$ cat config.mk
export PLATFORM = sky130hd
export DESIGN_NAME = hovalaag_stall_core_flat
export DESIGN_NICKNAME = d
export VERILOG_FILES = /design/src/rtl/hovalaag_pkg.sv /design/src/rtl/hovalaag_stall_core_if.sv /design/src/rtl/hovalaag_alu.sv /design/src/rtl/hovalaag_stall_core.sv /design/src/flat_wrapper.sv
export SDC_FILE = /design/constraint.sdc
export NUM_CORES = 1
export LEC_CHECK = 0
export ABC_AREA = 1
export CAP_MARGIN = 0
export CORE_MARGIN = 2
export CORE_UTILIZATION = 50
export CTS_CLUSTER_SIZE = 12
export DETAILED_ROUTE_END_ITERATION = 8
export PLACE_DENSITY_LB_ADDON = 0.08
export SLEW_MARGIN = 20
export SYNTH_ARGS = -nofsm -noshare
export SYNTH_HDL_FRONTEND = slang
export SYNTH_SLANG_ARGS = --single-unit
$ cat constraint.sdc
create_clock -name clk -period 4.45 [get_ports clk]
set_input_delay 0.445 -clock clk [delete_from_list [all_inputs] [get_ports clk]]
set_output_delay 0.445 -clock clk [all_outputs]
set_load 0.03 [all_outputs]
$ cat src/rtl/hovalaag_pkg.sv
// Shared definitions for the flow-controlled Hovalaag core.
// Contents:
//   - instruction field bit positions;
//   - per-unit operation encodings;
//   - ALU opcode encodings;
//   - K/L constant extension helpers.
// The helpers return EXT_W bits. Callers narrow the result to their own
// width with a size cast, so any DATA_W/PC_W up to EXT_W is supported.
package hovalaag_pkg;

    localparam int EXT_W = 64;

    // Instruction field positions
    localparam int ALU_LSB = 28;
    localparam int A_LSB   = 26;
    localparam int B_LSB   = 24;
    localparam int C_LSB   = 22;
    localparam int D_BIT   = 21;
    localparam int W_LSB   = 19;
    localparam int F_LSB   = 17;
    localparam int PC_LSB  = 15;
    localparam int O_BIT   = 14;
    localparam int IO_BIT  = 13;
    localparam int LK_BIT  = 12;

    // Unit operation encodings
    localparam logic [1:0] A_HOLD   = 2'b00, A_M    = 2'b01, A_D     = 2'b10, A_IN     = 2'b11;
    localparam logic [1:0] B_HOLD   = 2'b00, B_M    = 2'b01, B_A     = 2'b10, B_K      = 2'b11;
    localparam logic [1:0] C_HOLD   = 2'b00, C_M    = 2'b01, C_DEC   = 2'b10, C_DECNZ  = 2'b11;
    localparam logic [1:0] W_HOLD   = 2'b00, W_M    = 2'b01, W_A     = 2'b10, W_K      = 2'b11;
    localparam logic [1:0] F_HOLD   = 2'b00, F_ZERO = 2'b01, F_NEWF  = 2'b10, F_NOTF   = 2'b11;
    localparam logic [1:0] PC_INC   = 2'b00, PC_JMP = 2'b01, PC_JF   = 2'b10, PC_JNF   = 2'b11;

    // ALU opcodes
    localparam logic [3:0] ALU_A    = 4'd0,  ALU_B    = 4'd1,  ALU_NOTA = 4'd2,  ALU_NOTB = 4'd3;
    localparam logic [3:0] ALU_ADD  = 4'd4,  ALU_SUB  = 4'd5,  ALU_ADC  = 4'd6,  ALU_SBC  = 4'd7;
    localparam logic [3:0] ALU_AND  = 4'd8,  ALU_OR   = 4'd9,  ALU_XOR  = 4'd10, ALU_SHL  = 4'd11;
    localparam logic [3:0] ALU_SHR  = 4'd12, ALU_C    = 4'd13, ALU_RSUB = 4'd14, ALU_ZERO = 4'd15;

    // K constant: 12-bit long form or 6-bit short form, sign-extended
    function automatic logic [EXT_W-1:0] k_ext(input logic [31:0] ins);
        logic [EXT_W-1:0] r;
        if (ins[LK_BIT]) r = {{(EXT_W-12){ins[11]}}, ins[11:0]};
        else             r = {{(EXT_W-6){ins[11]}}, ins[11:6]};
        return r;
    endfunction

    // L constant: 8-bit long form or 6-bit short form, zero-extended
    function automatic logic [EXT_W-1:0] l_ext(input logic [31:0] ins);
        logic [EXT_W-1:0] r;
        if (ins[LK_BIT]) r = {{(EXT_W-8){1'b0}}, ins[7:0]};
        else             r = {{(EXT_W-6){1'b0}}, ins[5:0]};
        return r;
    endfunction

endpackage

$ cat src/rtl/hovalaag_stall_core_if.sv
// Handshake and fetch bundle for hovalaag_stall_core.
// Signal groups:
//   - in1/in2: valid/ready input channels;
//   - out:     valid/ready output channel with a channel select;
//   - fetch:   instr in, pc out;
//   - status:  stall.
// Modports:
//   - master: the core's view;
//   - slave:  the environment's view.
interface hovalaag_stall_core_if #(
    parameter int DATA_W = 12,
    parameter int PC_W   = 8
) ();
    logic [DATA_W-1:0] in1_data;
    logic              in1_valid;
    logic              in1_ready;
    logic [DATA_W-1:0] in2_data;
    logic              in2_valid;
    logic              in2_ready;
    logic [DATA_W-1:0] out_data;
    logic              out_valid;
    logic              out_select;
    logic              out_ready;
    logic [31:0]       instr;
    logic [PC_W-1:0]   pc;
    logic              stall;

    modport master (
        input  in1_data, in1_valid, in2_data, in2_valid, out_ready, instr,
        output in1_ready, in2_ready, out_data, out_valid, out_select, pc, stall
    );

    modport slave (
        output in1_data, in1_valid, in2_data, in2_valid, out_ready, instr,
        input  in1_ready, in2_ready, out_data, out_valid, out_select, pc, stall
    );
endinterface

$ cat src/rtl/hovalaag_alu.sv
// Hovalaag 16-operation ALU. Purely combinational.
// Ports:
//   - op:     ALU opcode;
//   - a/b/c:  operands;
//   - f:      carry/borrow input;
//   - m:      result;
//   - new_f:  carry/borrow/shift-out flag.
// Logic operations produce new_f = 0.
module hovalaag_alu
    import hovalaag_pkg::*;
#(
    parameter int DATA_W = 12
) (
    input  logic [3:0]        op,
    input  logic [DATA_W-1:0] a,
    input  logic [DATA_W-1:0] b,
    input  logic [DATA_W-1:0] c,
    input  logic              f,
    output logic [DATA_W-1:0] m,
    output logic              new_f
);
    logic [DATA_W:0] wide_s;

    // Operation select. For arithmetic ops, the extra top bit of wide_s is
    // the carry, or the borrow for subtractions.
    always_comb begin
        wide_s = '0;
        m      = '0;
        new_f  = 1'b0;
        case (op)
            ALU_A:    m = a;
            ALU_B:    m = b;
            ALU_NOTA: m = ~a;
            ALU_NOTB: m = ~b;
            ALU_ADD:  begin wide_s = {1'b0, a} + {1'b0, b};                          m = wide_s[DATA_W-1:0]; new_f = wide_s[DATA_W]; end
            ALU_SUB:  begin wide_s = {1'b0, a} - {1'b0, b};                          m = wide_s[DATA_W-1:0]; new_f = wide_s[DATA_W]; end
            ALU_ADC:  begin wide_s = {1'b0, a} + {1'b0, b} + {{DATA_W{1'b0}}, f};    m = wide_s[DATA_W-1:0]; new_f = wide_s[DATA_W]; end
            ALU_SBC:  begin wide_s = {1'b0, a} - {1'b0, b} - {{DATA_W{1'b0}}, f};    m = wide_s[DATA_W-1:0]; new_f = wide_s[DATA_W]; end
            ALU_AND:  m = a & b;
            ALU_OR:   m = a | b;
            ALU_XOR:  m = a ^ b;
            ALU_SHL:  begin m = {a[DATA_W-2:0], 1'b0}; new_f = a[DATA_W-1]; end
            ALU_SHR:  begin m = {1'b0, a[DATA_W-1:1]}; new_f = a[0]; end
            ALU_C:    m = c;
            ALU_RSUB: begin wide_s = {1'b0, b} - {1'b0, a};                          m = wide_s[DATA_W-1:0]; new_f = wide_s[DATA_W]; end
            ALU_ZERO: m = '0;
            default:  m = '0;
        endcase
    end
endmodule

$ cat src/rtl/hovalaag_stall_core.sv
// Flow-controlled Hovalaag CPU core.
// Execution:
//   - one instruction per cycle;
//   - an instruction commits only when its IN read and OUT write can both
//     complete;
//   - otherwise stall is raised and all architectural state holds.
// Ports:
//   - clk, rst: clock and asynchronous active-high reset;
//   - bus:      hovalaag_stall_core_if master (in1/in2, out, instr/pc, stall).
module hovalaag_stall_core
    import hovalaag_pkg::*;
#(
    parameter int DATA_W = 12,
    parameter int PC_W   = 8
) (
    input  logic clk,
    input  logic rst,
    hovalaag_stall_core_if.master bus
);
    logic [3:0]        alu_op_s;
    logic [1:0]        a_op_s, b_op_s, c_op_s, w_op_s, f_op_s, pc_op_s;
    logic              d_op_s, o_s, io_s;
    logic [DATA_W-1:0] k_s, in_data_s, alu_m_s, c_dec_s;
    logic [PC_W-1:0]   l_s, pc_inc_s;
    logic              alu_new_f_s, sel_valid_s, in_blocked_s, out_blocked_s, commit_s;
    logic [DATA_W-1:0] a_r, b_r, c_r, d_r, w_r, out_data_r;
    logic              f_r, out_select_r, out_valid_r;
    logic [PC_W-1:0]   pc_r;
    logic [DATA_W-1:0] a_nx_s, b_nx_s, c_nx_s, d_nx_s, w_nx_s;
    logic              f_nx_s;
    logic [PC_W-1:0]   pc_nx_s;

    assign alu_op_s = bus.instr[ALU_LSB +: 4];
    assign a_op_s   = bus.instr[A_LSB +: 2];
    assign b_op_s   = bus.instr[B_LSB +: 2];
    assign c_op_s   = bus.instr[C_LSB +: 2];
    assign d_op_s   = bus.instr[D_BIT];
    assign w_op_s   = bus.instr[W_LSB +: 2];
    assign f_op_s   = bus.instr[F_LSB +: 2];
    assign pc_op_s  = bus.instr[PC_LSB +: 2];
    assign o_s      = bus.instr[O_BIT];
    assign io_s     = bus.instr[IO_BIT];
    assign k_s      = DATA_W'(k_ext(bus.instr));
    assign l_s      = PC_W'(l_ext(bus.instr));

    assign sel_valid_s   = io_s ? bus.in2_valid : bus.in1_valid;
    assign in_data_s     = io_s ? bus.in2_data  : bus.in1_data;
    assign in_blocked_s  = (a_op_s == A_IN) && !sel_valid_s;
    assign out_blocked_s = o_s && out_valid_r && !bus.out_ready;
    // Reset is folded in so nothing is readied or committed while rst is high
    assign commit_s      = !rst && !in_blocked_s && !out_blocked_s;

    assign c_dec_s  = c_r - DATA_W'(1);
    assign pc_inc_s = pc_r + PC_W'(1);

    hovalaag_alu #(.DATA_W(DATA_W)) u_alu (
        .op    (alu_op_s),
        .a     (a_r),
        .b     (b_r),
        .c     (c_r),
        .f     (f_r),
        .m     (alu_m_s),
        .new_f (alu_new_f_s)
    );

    // Next architectural state, applied only when the instruction commits
    always_comb begin
        a_nx_s  = a_r;
        b_nx_s  = b_r;
        c_nx_s  = c_r;
        d_nx_s  = d_r;
        w_nx_s  = w_r;
        f_nx_s  = f_r;
        pc_nx_s = pc_inc_s;
        case (a_op_s)
            A_M:     a_nx_s = alu_m_s;
            A_D:     a_nx_s = d_r;
            A_IN:    a_nx_s = in_data_s;
            default: a_nx_s = a_r;
        endcase
        case (b_op_s)
            B_M:     b_nx_s = alu_m_s;
            B_A:     b_nx_s = a_r;
            B_K:     b_nx_s = k_s;
            default: b_nx_s = b_r;
        endcase
        if (d_op_s) d_nx_s = a_r;
        else        d_nx_s = d_r;
        case (w_op_s)
            W_M:     w_nx_s = alu_m_s;
            W_A:     w_nx_s = a_r;
            W_K:     w_nx_s = k_s;
            default: w_nx_s = w_r;
        endcase
        case (f_op_s)
            F_ZERO:  f_nx_s = ~|{alu_new_f_s, alu_m_s};
            F_NEWF:  f_nx_s = alu_new_f_s;
            F_NOTF:  f_nx_s = ~alu_new_f_s;
            default: f_nx_s = f_r;
        endcase
        case (c_op_s)
            C_M:            c_nx_s = alu_m_s;
            C_DEC, C_DECNZ: c_nx_s = c_dec_s;
            default:        c_nx_s = c_r;
        endcase
        // DECNZ with a non-zero result overrides the PC field
        if ((c_op_s == C_DECNZ) && (c_dec_s != '0)) begin
            pc_nx_s = l_s;
        end else begin
            case (pc_op_s)
                PC_JMP:  pc_nx_s = l_s;
                PC_JF:   pc_nx_s = f_nx_s ? l_s : pc_inc_s;
                PC_JNF:  pc_nx_s = f_nx_s ? pc_inc_s : l_s;
                default: pc_nx_s = pc_inc_s;
            endcase
        end
    end

    // Architectural registers: update on commit, hold through stalls
    always_ff @(posedge clk or posedge rst) begin
        if (rst) begin
            a_r  <= '0;
            b_r  <= '0;
            c_r  <= '0;
            d_r  <= '0;
            w_r  <= '0;
            f_r  <= 1'b0;
            pc_r <= '0;
        end else if (commit_s) begin
            a_r  <= a_nx_s;
            b_r  <= b_nx_s;
            c_r  <= c_nx_s;
            d_r  <= d_nx_s;
            w_r  <= w_nx_s;
            f_r  <= f_nx_s;
            pc_r <= pc_nx_s;
        end
    end

    // Output holding register; captures W as it was before this instruction
    always_ff @(posedge clk or posedge rst) begin
        if (rst) begin
            out_data_r   <= '0;
            out_select_r <= 1'b0;
            out_valid_r  <= 1'b0;
        end else if (commit_s && o_s) begin
            out_data_r   <= w_r;
            out_select_r <= io_s;
            out_valid_r  <= 1'b1;
        end else if (out_valid_r && bus.out_ready) begin
            out_valid_r  <= 1'b0;
        end
    end

    assign bus.in1_ready  = commit_s && (a_op_s == A_IN) && !io_s;
    assign bus.in2_ready  = commit_s && (a_op_s == A_IN) && io_s;
    assign bus.stall      = !rst && !commit_s;
    assign bus.pc         = pc_r;
    assign bus.out_data   = out_data_r;
    assign bus.out_select = out_select_r;
    assign bus.out_valid  = out_valid_r;
endmodule

$ cat src/flat_wrapper.sv
// flat-port wrapper written by rule: the top's interface ports become plain ports
module hovalaag_stall_core_flat import hovalaag_pkg::*;
#(
    parameter int DATA_W = 12,
    parameter int PC_W   = 8
)
  (clk, rst, bus_in1_data, bus_in1_valid, bus_in2_data, bus_in2_valid, bus_out_ready, bus_instr, bus_in1_ready, bus_in2_ready, bus_out_data, bus_out_valid, bus_out_select, bus_pc, bus_stall);
  hovalaag_stall_core_if #(.DATA_W(DATA_W), .PC_W(PC_W)) bus_i ();
  input  logic clk;
  input  logic rst;
  input wire logic [$bits(bus_i.in1_data)-1:0] bus_in1_data;
  input wire logic [$bits(bus_i.in1_valid)-1:0] bus_in1_valid;
  input wire logic [$bits(bus_i.in2_data)-1:0] bus_in2_data;
  input wire logic [$bits(bus_i.in2_valid)-1:0] bus_in2_valid;
  input wire logic [$bits(bus_i.out_ready)-1:0] bus_out_ready;
  input wire logic [$bits(bus_i.instr)-1:0] bus_instr;
  output wire logic [$bits(bus_i.in1_ready)-1:0] bus_in1_ready;
  output wire logic [$bits(bus_i.in2_ready)-1:0] bus_in2_ready;
  output wire logic [$bits(bus_i.out_data)-1:0] bus_out_data;
  output wire logic [$bits(bus_i.out_valid)-1:0] bus_out_valid;
  output wire logic [$bits(bus_i.out_select)-1:0] bus_out_select;
  output wire logic [$bits(bus_i.pc)-1:0] bus_pc;
  output wire logic [$bits(bus_i.stall)-1:0] bus_stall;
  assign bus_i.in1_data = bus_in1_data;
  assign bus_i.in1_valid = bus_in1_valid;
  assign bus_i.in2_data = bus_in2_data;
  assign bus_i.in2_valid = bus_in2_valid;
  assign bus_i.out_ready = bus_out_ready;
  assign bus_i.instr = bus_instr;
  assign bus_in1_ready = bus_i.in1_ready;
  assign bus_in2_ready = bus_i.in2_ready;
  assign bus_out_data = bus_i.out_data;
  assign bus_out_valid = bus_i.out_valid;
  assign bus_out_select = bus_i.out_select;
  assign bus_pc = bus_i.pc;
  assign bus_stall = bus_i.stall;
  hovalaag_stall_core #(.DATA_W(DATA_W), .PC_W(PC_W)) u_core (.clk(clk), .rst(rst), .bus(bus_i));
endmodule
==> flow_metrics.env, run 1 <==
export IMPL_power_leakage_uw=0.00538
export IMPL_numCtsBuffers=9
export IMPL_die_area_sq_um=19400
export IMPL_grt_start_max_net_pins=55
export IMPL_syn_area_sq_um=9140
export IMPL_finalCriticalPeriod_ps=4050
export IMPL_required_ps=4690
export IMPL_drv_cap=0
export IMPL_hpwlAfterDp_mm=29.6
export IMPL_cp_end_kind="flop"
export IMPL_nets=1745
export IMPL_gp_congestion=1.04
export IMPL_worstPathMaxFanout=16
export IMPL_grt_pass1_vias=10013
export IMPL_core_area_sq_um=18000
export IMPL_grt_pass1_wl_mm=56.6
export IMPL_power_total_uw=5710
export IMPL_synth_seq_cells=83
export IMPL_powerDensity_nw_per_um2=530
export IMPL_yosysUniqueCellTypes=46
export IMPL_antenna_left=0
export IMPL_io_buffer_count=85
export IMPL_holdCritPathClass="flop to flop"
export IMPL_grt_setup_unrepaired="false"
export IMPL_layoutNonFillerInstCount=1857
export IMPL_ir_drop_mv=0.344
export IMPL_die_w_um=139
export IMPL_clockBufferDepth=2
export IMPL_run_status="finished clean"
export IMPL_drv_slew=0
export IMPL_wirelength_mm=36.5
export IMPL_max_slew_margin=0.236
export IMPL_startpoint_type="flop"
export IMPL_antenna_found_initial=0
export IMPL_syn_nets=1645
export IMPL_synth_top_cell_by_area="dfrtp_1"
export IMPL_io_pins=86
export IMPL_fin_worst_skew_ps=11.3
export IMPL_vias=10882
export IMPL_crit_arrival_ps=4290
export IMPL_antenna_cells=0
export IMPL_fin_crit_sh=0.910
export IMPL_yosysTopAreaCellShare=0.227
export IMPL_placed_cells=1841
export IMPL_multi_input_area_sq_um=6170
export IMPL_syn2layout_area_growth_pct=17.8
export IMPL_tns_ps=0
export IMPL_yosys_warnings=0
export IMPL_post_drt_wl_per_cell_um=19.6
export IMPL_regArea_sq_um=2080
export IMPL_cts_htree_levels=3
export IMPL_synth_edff_count=0
export IMPL_initial_utilization=0.509
export IMPL_cts_setup_buffers=0
export IMPL_clk_latency_ps=360
export IMPL_nFillCells=1813
export IMPL_cts_root_buf="clkbuf_16"
export IMPL_drc=0
export IMPL_synth_common_cells="nand2_1 (509), inv_1 (174), nand3_1 (169), nor2_1 (135), o21ai_0 (115)"
export IMPL_syn_inst=1523
export IMPL_tightest_slew_ps=1150
export IMPL_clock_fmax_mhz=247
export IMPL_grt_overflow_total=0
export IMPL_via_per_inst=5.86
export IMPL_cts_sinks=83
export IMPL_track_usage=0.374
export IMPL_clkSlewWorstSetupHoldPaths_ps=70
export IMPL_ys_seq_area_frac=0.227
export IMPL_synthFlopType="dfrtp_1"
export IMPL_die_h_um=139
export IMPL_row_count=49
export IMPL_synthArstFlopShare=1.00
export IMPL_cts_tree="done"
export IMPL_hold_viol_final=0
export IMPL_syn_area_per_cell_sq_um=6.00
export IMPL_netlist_top_cells_area="dfrtp_1 (23%), nand2_1 (21%), nand3_1 (9.3%)"
export IMPL_drive_above_1_share=0.0725
export IMPL_worstSetupPathType="flop to flop"
export IMPL_dr_pass1_iters=6
export IMPL_synth_most_common_cell="nand2_1"
export IMPL_drt_iter0_drc=1286
export IMPL_finalSetupViolations=0
==> area by class of cell <==
class	instances	area share
Clock buffer	10	0.0222
Clock inverter	6	0.00674
Inverter	184	0.0644
Multi-Input combinational cell	1211	0.573
Sequential cell	83	0.193
Tap cell	229	0.0266
Timing Repair Buffer	134	0.114
==> per-stage QoR <==
stage                     worst slack (ps)   util  cell area [sq um]  hold slack [ps]
after detailed placement               410  0.582              10500              480
after global routing                  9.27  0.599              10800              513
after floorplan                       1070      -               9140              449
after global placement                 449  0.582              10500              468
final                                  401  0.599              10800              493
after CTS                              360  0.599              10800              495
==> worst max-delay path, stage by stage (launching register included) <==
cell     delay [ps]
dfrtp_2         480
inv_2           130
ha_1            180
inv_1            80
fa_1            500
or2_2           360
nand2_1         120
nand2_1          60
nand3_1          60
nand3_1         100
nor2_1          130
nand3_1         240
nor2_1          160
nand3_1          90
nor2_1          120
nand3_1          80
nor2_1          130
nand2_1          80
nand2_2          80
nand2_4          70
nand2_4         150
nand2_1         100
nand3_1          80
nand3_1          70
nand2_1          60
nand2_1          50
nand2_1          80
nand2_1          40
==> state kept, by name, summed over array words and instances, names as in the netlist <==
name and flops:
u_core.f_r 1, u_core.c_r 12, u_core.bus.out_select 1, u_core.bus.out_valid 1, u_core.a_r 12, u_core.b_r 12
u_core.w_r 12, u_core.bus.pc 8, u_core.bus.out_data 12, u_core.d_r 12
==> path summary, 6_finish.rpt <==
| kind | cells past startpoint | from | slack (ps) | to |
|---|---|---|---|---|
| min in group asynchronous | 2 | rst | 600 | u_core.bus.pc[7]$_DFFE_PP0P_ |
| setup / recovery | 27 | u_core.a_r[0]$_DFFE_PP0P_ | 400 | u_core.bus.pc[4]$_DFFE_PP0P_ |
| setup reg to reg | 27 | u_core.a_r[0]$_DFFE_PP0P_ | 400 | u_core.bus.pc[4]$_DFFE_PP0P_ |
| hold reg to reg | 2 | u_core.bus.out_data[11]$_DFFE_PP0P_ | 490 | u_core.bus.out_data[11]$_DFFE_PP0P_ |
| max in group asynchronous | 3 | rst | 2980 | u_core.w_r[6]$_DFFE_PP0P_ |
| hold / removal | 2 | u_core.bus.out_data[11]$_DFFE_PP0P_ | 490 | u_core.bus.out_data[11]$_DFFE_PP0P_ |
==> cell usage in the layout, fill, tap and decap left out, types with 10 or more instances in the layout <==
master,instances
nand2_1,509
inv_1,172
nand3_1,169
nor2_1,135
o21ai_0,115
clkdlybuf4s50_1,85
dfrtp_1,82
ha_1,57
a21oi_1,51
buf_4,48
nand4_1,20
a22oi_1,16
nand2_2,14
a221oi_1,12
nor2_2,10
==> cell families after synthesis <==
logic type | synth area share
DFF | 0.227
AOI/OAI and AO/OA | 0.160
muxes | 0.00356
buffers and inverters | 0.0980
xor gates and xnor gates | 0.0134
adders and majority gates | 0.0860
and+or+nand+nor | 0.411
==> power by group <==
part	switching [uW]	internal (uW)	total (uW)
logic	2520	1200	3710
clock network	353	457	810
registers	224	963	1190
==> layer usage <==
metal / up-vias / track usage / routed length, um
li1: 5179 / - / -
met1: 4982 / 0.504 / 15300
met2: 626 / 0.592 / 16200
met3: 95 / 0.0608 / 3390
met4: 0 / 0.166 / 1590
met5: - / 0 / 0
==> timing repair <==
action / CTS / global route
hold buffers: 0 / 0
resized for setup: 0 / 3
endpoints found under the setup margin: 0 / 8
Note: power is estimated with default switching activity, not from simulation.
==> inputs of run 2 (changes only) <==
- PLACE_DENSITY: default -> 0.72
- PLACE_DENSITY_LB_ADDON: 0.08 -> default
==> run 2 against run 1 <==
Fmax grew 0.98%. Utilization is essentially flat. Via count shrank 0.15%. Non-clock buffer count grew 2. Global-route usage shrank 0.45 points. Critical path type unchanged.
==> flow_metrics.env, run 2 (synthesized netlist as in run 1, its figures left out) <==
export IMPL_grt_start_max_net_pins=39
export IMPL_io_pins=86
export IMPL_layoutNonFillerInstCount=1858
export IMPL_row_count=49
export IMPL_tightest_slew_ps=1060
export IMPL_die_area_sq_um=19400
export IMPL_nFillCells=1805
export IMPL_drt_iter0_drc=1146
export IMPL_syn2layout_area_growth_pct=17.8
export IMPL_drv_cap=0
export IMPL_cts_root_buf="clkbuf_16"
export IMPL_worstSetupPathType="flop to flop"
export IMPL_grt_setup_unrepaired="false"
export IMPL_final_cell_mix="nand2_1 (508), inv_1 (172), nand3_1 (169)"
export IMPL_holdCritPathClass="primary input to asynchronous set/reset pin"
export IMPL_via_per_inst=5.85
export IMPL_multi_input_area_sq_um=6180
export IMPL_post_drt_wl_per_cell_um=19.4
export IMPL_drc=0
export IMPL_gp_congestion=1.07
export IMPL_vias=10866
export IMPL_core_area_sq_um=18000
export IMPL_nets=1747
export IMPL_antenna_left=0
export IMPL_power_leakage_uw=0.00538
export IMPL_die_h_um=139
export IMPL_ir_drop_mv=0.272
export IMPL_initial_utilization=0.509
export IMPL_regArea_sq_um=2080
export IMPL_cp_end_kind="flop"
export IMPL_postCtsHoldBufs=0
export IMPL_required_ps=4700
export IMPL_die_w_um=139
export IMPL_hold_ws_ps=413
export IMPL_mostFrequentLayoutCell="nand2_1"
export IMPL_clkSlewWorstSetupHoldPaths_ps=70
export IMPL_antenna_cells=0
export IMPL_clk_latency_ps=350
export IMPL_critPathMaxStageDelay_ps=460
export IMPL_drv_slew=0
export IMPL_startpoint_type="flop"
export IMPL_cts_htree_levels=3
export IMPL_dr_pass1_iters=8
export IMPL_placed_cells=1841
export IMPL_worstPathMaxFanout=14
export IMPL_run_status="finished clean"
export IMPL_finalCriticalPeriod_ps=4010
export IMPL_cts_tree="done"
export IMPL_crit_arrival_ps=4260
export IMPL_powerDensity_nw_per_um2=523
export IMPL_clock_fmax_mhz=249
export IMPL_tns_ps=0
export IMPL_io_buffer_count=85
export IMPL_fin_crit_sh=0.901
export IMPL_grt_overflow_total=0
export IMPL_power_total_uw=5630
export IMPL_track_usage=0.369
export IMPL_antenna_found_initial=0
export IMPL_max_slew_margin=0.290
export IMPL_drive_above_1_share=0.0731
export IMPL_grt_pass1_wl_mm=56.1
export IMPL_cts_sinks=83
export IMPL_clockBufferDepth=2
export IMPL_grt_pass1_vias=10224
export IMPL_crit_top_cell="nand2_1"
export IMPL_crit_slowest_cell="fa_1"
export IMPL_wirelength_mm=36.0
export IMPL_hpwlAfterDp_mm=28.9
export IMPL_fin_worst_skew_ps=8.28
export IMPL_hold_viol_final=0
export IMPL_finalSetupViolations=0
export IMPL_numCtsBuffers=9
-- run 2: area by class of cell --
cell class / count / area share
Clock inverter: 4 / 0.00477
Multi-Input combinational cell: 1211 / 0.574
Timing Repair Buffer: 136 / 0.115
Sequential cell: 83 / 0.193
Inverter: 184 / 0.0643
Clock buffer: 11 / 0.0226
Tap cell: 229 / 0.0266
-- run 2: worst max-delay path: cells and delay by family (launching register included) --
family                     cells  cell delay, ps
DFF                            1             430
adders and majority gates      3             810
and+or+nand+nor               21            2030
buffers and inverters          6             610
-- run 2: what timing repair did --
action	CTS	global route
gates resized for setup	0	5
endpoints found under the setup margin	0	8
buffers inserted	0	2
-- run 2: metrics by stage --
stage / instance area [sq um] / util / setup slack, ps
floorplan: 9140 / - / 1070
global placement: 10400 / 0.581 / 322
detailed placement: 10400 / 0.581 / 210
CTS: 10700 / 0.597 / 203
global route: 10800 / 0.599 / 6.71
finish: 10800 / 0.599 / 440
-- run 2: final timing paths --
check	from	end	slack [ps]	cells past startpoint
min in group clk	u_core.bus.out_data[5]$_DFFE_PP0P_	u_core.bus.out_data[5]$_DFFE_PP0P_	490	2
worst min-delay path	rst	u_core.bus.pc[4]$_DFFE_PP0P_	410	2
worst max-delay path	u_core.a_r[0]$_DFFE_PP0P_	u_core.bus.pc[2]$_DFFE_PP0P_	440	30
worst max register to register	u_core.a_r[0]$_DFFE_PP0P_	u_core.bus.pc[2]$_DFFE_PP0P_	440	30
worst min register to register	u_core.bus.out_data[5]$_DFFE_PP0P_	u_core.bus.out_data[5]$_DFFE_PP0P_	490	2
max in group asynchronous	rst	u_core.a_r[0]$_DFFE_PP0P_	3200	3
-- run 2: report_power, final --
| group | internal, uW | switching (uW) | leakage (uW) |
|---|---|---|---|
| Sequential | 963 | 214 | 0.00100 |
| Combinational | 1190 | 2500 | 0.00423 |
| Clock | 448 | 321 | 0.000142 |
-- run 2: per-layer routing --
metal / track usage / part of all wire
met1: 0.493 / 0.42
met2: 0.583 / 0.44
met3: 0.0618 / 0.092
met4: 0.176 / 0.051
met5: 0 / 0
